--- config.mk ---
export PLATFORM = sky130hd
export DESIGN_NAME = ezp_uart_tx
export DESIGN_NICKNAME = d
export VERILOG_FILES = /design/src/rtl/ezp_uart_tx.sv
export SDC_FILE = /design/constraint.sdc
export NUM_CORES = 1
export LEC_CHECK = 0
export ABC_CLOCK_PERIOD_IN_PS = 2050
export BUFFER_PORTS_ARGS = -buffer_cell sky130_fd_sc_hd__buf_2
export CORE_MARGIN = 10
export CORE_UTILIZATION = 30
export DETAILED_ROUTE_END_ITERATION = 8
export PLACE_DENSITY = 0.48
export SLEW_MARGIN = 5
export SYNTH_ARGS = -nofsm -noshare
export SYNTH_HDL_FRONTEND = slang
export SYNTH_SLANG_ARGS = --single-unit
--- constraint.sdc ---
create_clock -name clk -period 2.05 [get_ports clk]
set_input_delay 0.3075 -clock clk [delete_from_list [all_inputs] [get_ports clk]]
set_output_delay 0.3075 -clock clk [all_outputs]
set_load 0.02 [all_outputs]
--- src/rtl/ezp_uart_tx.sv ---
// ezp_uart_tx: EZPack packet transmitter emitting LEN-sized packets as 8N1 UART frames; EZP_TX_CHKSUM_EN regenerates CHK
module ezp_uart_tx #(
  parameter logic [7:0] START_BYTE = 8'hAA,
  parameter logic [7:0] END_BYTE = 8'h55,
  parameter int MAX_PD_LEN = 2,
  parameter int MAX_PKTLEN = MAX_PD_LEN + 5,
  parameter int CLK_RATE = 100_000_000,
  parameter int BAUD_RATE = 9600,
  parameter int NCLKS_PER_BIT = CLK_RATE / BAUD_RATE
) (
  input  logic                    clk,
  input  logic                    rst,
  input  logic [8*MAX_PKTLEN-1:0] i_data,
  input  logic                    i_valid,
  output logic                    i_ready,
  output logic                    o_tx_data,
  output logic                    o_busy,
  output logic                    o_err
);
  localparam int IW = $clog2(MAX_PKTLEN);
  localparam int BW = $clog2(NCLKS_PER_BIT);
  typedef enum logic [2:0] {IDLE, LOAD, SEND} state_t;
  state_t state;
  logic [8*MAX_PKTLEN-1:0] pkt;
  logic [IW-1:0] idx;
  logic [3:0] bit_cnt;
  logic [BW-1:0] baud;
  logic [7:0] len, last, idx8, cur;
  assign len = pkt[23:16];
  assign last = len + 8'd4;
  assign idx8 = 8'(idx);
`ifdef EZP_TX_CHKSUM_EN
  logic [7:0] sum;
  // mod-256 sum of CMD, LEN and the live payload bytes
  always_comb begin
    sum = 8'h00;
    for (int k = 1; k < MAX_PKTLEN; k++)
      if (k <= int'(len) + 2) sum = sum + pkt[8*k +: 8];
  end
  assign cur = idx8 == 8'd0 ? START_BYTE : idx8 == last ? END_BYTE :
               idx8 == last - 8'd1 ? sum : pkt[8*idx +: 8];
`else
  assign cur = idx8 == 8'd0 ? START_BYTE : idx8 == last ? END_BYTE : pkt[8*idx +: 8];
`endif
  // packet sequencer and bit engine; the next bit is registered as one bit period ends
  always_ff @(posedge clk) begin
    if (rst) begin
      state <= IDLE;
      pkt <= '0;
      idx <= '0;
      bit_cnt <= '0;
      baud <= '0;
      o_tx_data <= 1'b1;
      i_ready <= 1'b1;
      o_busy <= 1'b0;
      o_err <= 1'b0;
    end else begin
      o_err <= 1'b0;
      case (state)
        IDLE: if (i_valid) begin
          pkt <= i_data;
          i_ready <= 1'b0;
          state <= LOAD;
        end
        LOAD: begin
          idx <= '0;
          bit_cnt <= '0;
          baud <= '0;
          if (len > 8'(MAX_PD_LEN)) begin
            state <= IDLE;
            o_err <= 1'b1;
            i_ready <= 1'b1;
          end else begin
            state <= SEND;
            o_tx_data <= 1'b0;
            o_busy <= 1'b1;
          end
        end
        SEND: if (baud != BW'(NCLKS_PER_BIT - 1)) baud <= baud + 1'b1;
        else begin
          baud <= '0;
          if (bit_cnt != 4'd9) begin
            bit_cnt <= bit_cnt + 1'b1;
            o_tx_data <= bit_cnt == 4'd8 ? 1'b1 : cur[bit_cnt[2:0]];
          end else if (idx8 == last) begin
            state <= IDLE;
            o_tx_data <= 1'b1;
            i_ready <= 1'b1;
            o_busy <= 1'b0;
          end else begin
            idx <= idx + 1'b1;
            bit_cnt <= '0;
            o_tx_data <= 1'b0;
          end
        end
        default: state <= IDLE;
      endcase
    end
  end
endmodule

Word level (Yosys, flattened, before mapping)
Cells that the tools add are included.
Widths: inputs -> output; s select.
{"block": "word_totals", "ff_bits": 84, "out_inout_bits": 4, "elab_cells": 81}
{"block": "classes", "n_addsub": 4, "n_lt_le_gt_ge": 2, "eq_ne": 14, "shifts": 1, "mux": 38, "bitwise_logic": 1, "n_reduce_logical": 12}
{"cell": "$shiftx 56x7->8", "count": 1}
{"cell": "$pmux 14 s2", "count": 1}
{"cell": "$mux 3", "count": 7}
{"cell": "$mux 1", "count": 16}
{"cell": "$mux 8", "count": 2}
{"cell": "$add 14x1->14 const B", "count": 1}
{"cell": "$mux 14", "count": 1}
{"cell": "$ne 14x14->1 const B", "count": 1}
{"cell": "$ne 2x2->1 const B", "count": 7}
{"cell": "$mux 4", "count": 3}
{"cell": "$pmux 3 s3", "count": 1}
{"cell": "$add 8x3->8 const B", "count": 1}
{"cell": "$eq 3x8->1", "count": 1}
{"cell": "$gt 8x2->1 const B", "count": 1}
{"cell": "$logic_not 8->1", "count": 1}
{"cell": "$pmux 4 s2", "count": 1}
{"cell": "$reduce_and 4->1", "count": 2}
{"cell": "$pmux 3 s2", "count": 1}
{"cell": "$reduce_and 3->1", "count": 2}
{"cell": "$reduce_and 6->1", "count": 1}
{"cell": "$reduce_and 5->1", "count": 1}
{"cell": "$add 4x1->4 const B", "count": 1}
{"cell": "$eq 4x4->1 const B", "count": 1}
{"cell": "$lt 3x4->1 const B", "count": 1}
{"cell": "other kinds (15)", "count": 16}

Logic depth before layout (Yosys ltp)
{"block": "depth", "ltp_word": 10, "ltp_mapped": 9, "ltp_nobuf": 8}

Least setup slack after synthesis
Ideal clock, no wire load.
{"block": "synth_timing", "kind": "register to register", "start": "reg idx[0]", "end": "reg o_tx_data", "setup_time_ns": 0.127, "arrival_time_ns": 2.085, "t_required_ns": 1.923, "slack_ns": -0.161, "stages_incl_launch_ff": 9, "period_less_slack_ns": 2.211, "cell_sequence": "dfxtp_1 > buf_4 > mux4_2 > or2_0 > a31oi_1 > o21ai_0 > and4_1 > a2111oi_1 > o31ai_1"}
{"block": "synth_between", "elab_chain_len": 9}
{"element": "from (decl)", "line": "25", "text": "logic [IW-1:0] idx;"}
{"element": "from (signal assigned)", "line": "91", "text": "idx <= idx + 1'b1;"}
{"element": "$shiftx 56x7->8 or $eq 3x8->1 (tied branches)", "line": "43, 85"}
{"element": "$mux 8 (2 in series)", "line": "43", "text": "assign cur = idx8 == 8'd0 ? START_BYTE : idx8 == last ? END_BYTE : pkt[8*idx +: 8];"}
{"element": "$bmux 1 s3", "line": "84", "text": "o_tx_data <= bit_cnt == 4'd8 ? 1'b1 : cur[bit_cnt[2:0]];"}
{"element": "$mux 1 (implied by the code)", "line": "84"}
{"element": "$mux 1", "line": "84"}
{"element": "$mux 1 *", "line": "82", "text": "if (bit_cnt != 4'd9) begin"}
{"element": "$mux 1 *", "line": "79", "text": "SEND: if (baud != BW'(NCLKS_PER_BIT - 1)) baud <= baud + 1'b1;"}
{"element": "$pmux 1 s2 *", "line": "59", "text": "case (state)"}
{"element": "to (signal assigned)", "line": "84"}
{"element": "to (decl)", "line": "16", "text": "output logic o_tx_data,"}
Every way passes the cells marked *; elsewhere a longest branch is shown, timed or not. The select of a mux whose other input is x is not followed.
A chain may end at the register's enable or synchronous reset.

Worst setup path after layout
{"block": "layout_timing", "start": "reg baud[1]", "end": "reg idx[2]"}
{"block": "layout_between", "elab_chain_len": 3}
{"element": "from (decl)", "line": "27", "text": "logic [BW-1:0] baud;"}
{"element": "from (signal assigned)", "line": "79"}
{"element": "$ne 14x14->1", "line": "79"}
{"element": "$ne 2x2->1 (no source line)"}
{"element": "$reduce_and 4->1 (no source line)"}
No other way between the ends.

==> flow_metrics.tcl <==
set metrics [dict create \
    outcome "finished, violations left" \
    violations "negative setup slack" \
    start_util 0.309 \
    max-slew-margin-rel 0.637 \
    hpwlAfterDp_um 7760 \
    grt_max_degree 57 \
    antennaDiodeCount 0 \
    overflow 0 \
    synth_top_cell_by_area "dfxtp_1" \
    start_kind "register" \
    die_w_um 135 \
    end_kind "register" \
    synthArstFlopShare 0 \
    post_synth_num_cell_types 49 \
    hold_viol 0 \
    grt_pass1_wl_um 17800 \
    cts.sinks 83 \
    gr-usage-all-layers 0.121 \
    hold_start "i_data[10]" \
    synthTopCellsByArea "dfxtp_1 42%, nand2_1 12%, a21oi_1 7.9%" \
    power.density_mw_per_mm2 880 \
    finalClockSkew_ps 5.40 \
    yosysWarnings 0 \
    fin_total_pwr_mw 4.53 \
    holdPathEnd "pkt[10]" \
    final_nets 635 \
    synthFlopType "dfxtp_1" \
    required_ps 2270 \
    cts_buffer_depth 2 \
    ys_seq_elements 83 \
    drcViolationCount 0 \
    syn_nets 552 \
    io_buffer_count 62 \
    hold_path_class "input port to register" \
    gp_congestion 0.773 \
    drive_above_1_share 0.271 \
    cts_tree "built" \
    avgSynthCellArea_um2 8.17 \
    clk_latency_ps 340 \
    fin_crit_ps 2190 \
    cap_violations 0 \
    worst_pin_slew_ps 544 \
    rrSetupSlack_ps -140 \
    finalSetupViolCount 10 \
    vdd_ir_drop_max_mv 0.626 \
    fin_ws_ps -145 \
    ys_seq_area_frac 0.421 \
    wl_per_cell_um 14.4 \
    rsz0062_at_grt "yes" \
    r2r_start "baud[1]" \
    firstDrtPassIters 4 \
    die_area_mm2 0.0181 \
    antenna_found_initial 0 \
    coreArea_mm2 0.0128 \
    htreeDepth 3 \
    vias_per_cell 4.74 \
    cp.arrival_ps 2420 \
    antenna_left 0 \
    path_clk_slew_ps 60 \
    drv_slew 0 \
    grt_pass1_vias 3586 \
    vias 3523 \
    syn_area_mm2 0.00395 \
    min_period_over_period 1.07 \
    whs_path_depth 3 \
    criticalPathCategory "register to register" \
    clockRootBuffer "clkbuf_16" \
    crit_path_max_fanout 6 \
    synthToLayoutAreaGrowth_pct 30.3 \
    num_io_pins 63 \
    fmax_ghz 0.456 \
    drtIter0Drc 180 \
    synth_edf_count 0 \
    fp-row-count 41 \
    yosysTopAreaCellShare 0.421 \
    finalSetupTns_ps -646 \
    cts_buffers 9 \
    rr_endpoint "idx[2]" \
    syn_inst 483 \
    die_h_um 135 \
    r2r_cells 8 \
    drt_wl_total_um 10700 \
    p_leak_nw 2.03 \
]
==> metrics by stage <==
step	cell area (um2)	std cells	utilization	worst slack, ps	hold WS, ps
3_3_place_gp	4700	724	0.368	-133	442
4_1_cts	5080	741	0.398	-150	188
5_1_grt	5140	743	0.402	-281	189
3_5_place_dp	4700	724	0.368	-151	449
6_report	5140	743	0.402	-145	198
2_1_floorplan	3980	483	-	-68.4	433
==> area by class of cell <==
class | instances | area, um2
Timing Repair Buffer | 103 | 667
Sequential cell | 83 | 1680
Clock buffer | 11 | 253
Tap cell | 172 | 215
Fill cell | 1326 | 7630
Multi-Input combinational cell | 352 | 2190
Clock inverter | 5 | 75.1
Inverter | 17 | 63.8
==> kinds of logic (layout without fill, tap and decap cells) <==
kind of cell	Yosys count	in the layout	synth area share
muxes	24	24	0.0799
and+or+nand+nor	204	204	0.231
DFF	83	83	0.421
AOI/OAI and AO/OA	95	95	0.145
adders and majority gates	10	10	0.0317
xor gates and xnor gates	19	19	0.0422
buffers and inverters	48	136	0.0485
==> synthesized netlist by cell type (all sizes together), types with 2 or more instances <==
cell type	n
ha	10
and3	4
clkbuf	19
mux4	6
nor2b	5
a21oi	63
o21ai	6
nand3b	3
a31oi	2
or4b	2
xor2	15
nand2b	3
and2	3
buf	12
nand2	129
dfxtp	83
xnor2	4
mux2i	18
nand4	3
a22oi	3
inv	17
o221ai	7
nor3	4
nor2	31
nand3	6
a211oi	3
o211ai	3
and4	3
or2	3
==> flip-flops by register name (all words and copies together) (netlist names) <==
register   cells
o_err          1
i_ready        1
pkt           56
baud          14
state          2
o_busy         1
bit_cnt        4
idx            3
o_tx_data      1
==> worst max-delay path by stage <==
| stage | startpoint | end |
|---|---|---|
| floorplan | baud[1] | idx[2] |
| CTS | pkt[18] | i_ready |
| detailed placement | baud[1] | idx[2] |
| finish | baud[1] | idx[2] |
| global route | baud[1] | idx[2] |
| global placement | pkt[19] | i_ready |
==> repair_timing <==
item | 4_1_cts | 5_1_grt
pin swaps | 6 | 1
hold buffers | 0 | 0
gates resized for setup | 12 | 11
buffers inserted | 1 | 2
setup endpoints to repair | 12 | 22
==> power by group <==
part           leakage, nW  internal (mW)  switching [mW]
Combinational         1.18          0.394           0.490
Clock                0.165           1.13           0.652
Sequential           0.682           1.76           0.103
==> routing by layer <==
metal  up-vias  share of wire  global-route usage
li1       1795              -                   -
met1      1647           0.47               0.151
met5         -              0                   0
met2        70           0.46               0.192
met4         0          0.016              0.0466
met3        11          0.052              0.0375
==> cell usage in the layout, fill, tap and decap left out, types with 3 or more instances in the layout <==
master and n:
dfxtp_4 3, ha_1 7, a21oi_1 62, buf_4 35, dfxtp_1 77, buf_6 3, clkbuf_16 9, o21ai_0 4
and3_1 4, nand2_1 129, a22oi_1 3, buf_12 3, o221ai_1 6, o211ai_1 3, nor2_1 30, nor2b_1 5
inv_2 3, xor2_1 15, clkinv_2 3, nand3_1 6, inv_1 14, nor3_2 3, buf_2 62, nand3b_1 3
mux4_2 6, nand4_1 3, dfxtp_2 3, mux2i_1 18, xnor2_1 4
==> worst max-delay path, stage by stage, from the launching register on <==
cell	delay [ps]
dfxtp_2	350
ha_4	130
or4b_1	430
or4_4	470
o21ba_4	240
a21oi_4	160
nand2_1	80
xor2_1	160
nor3_2	50
(Power assumes the default switching activity.)
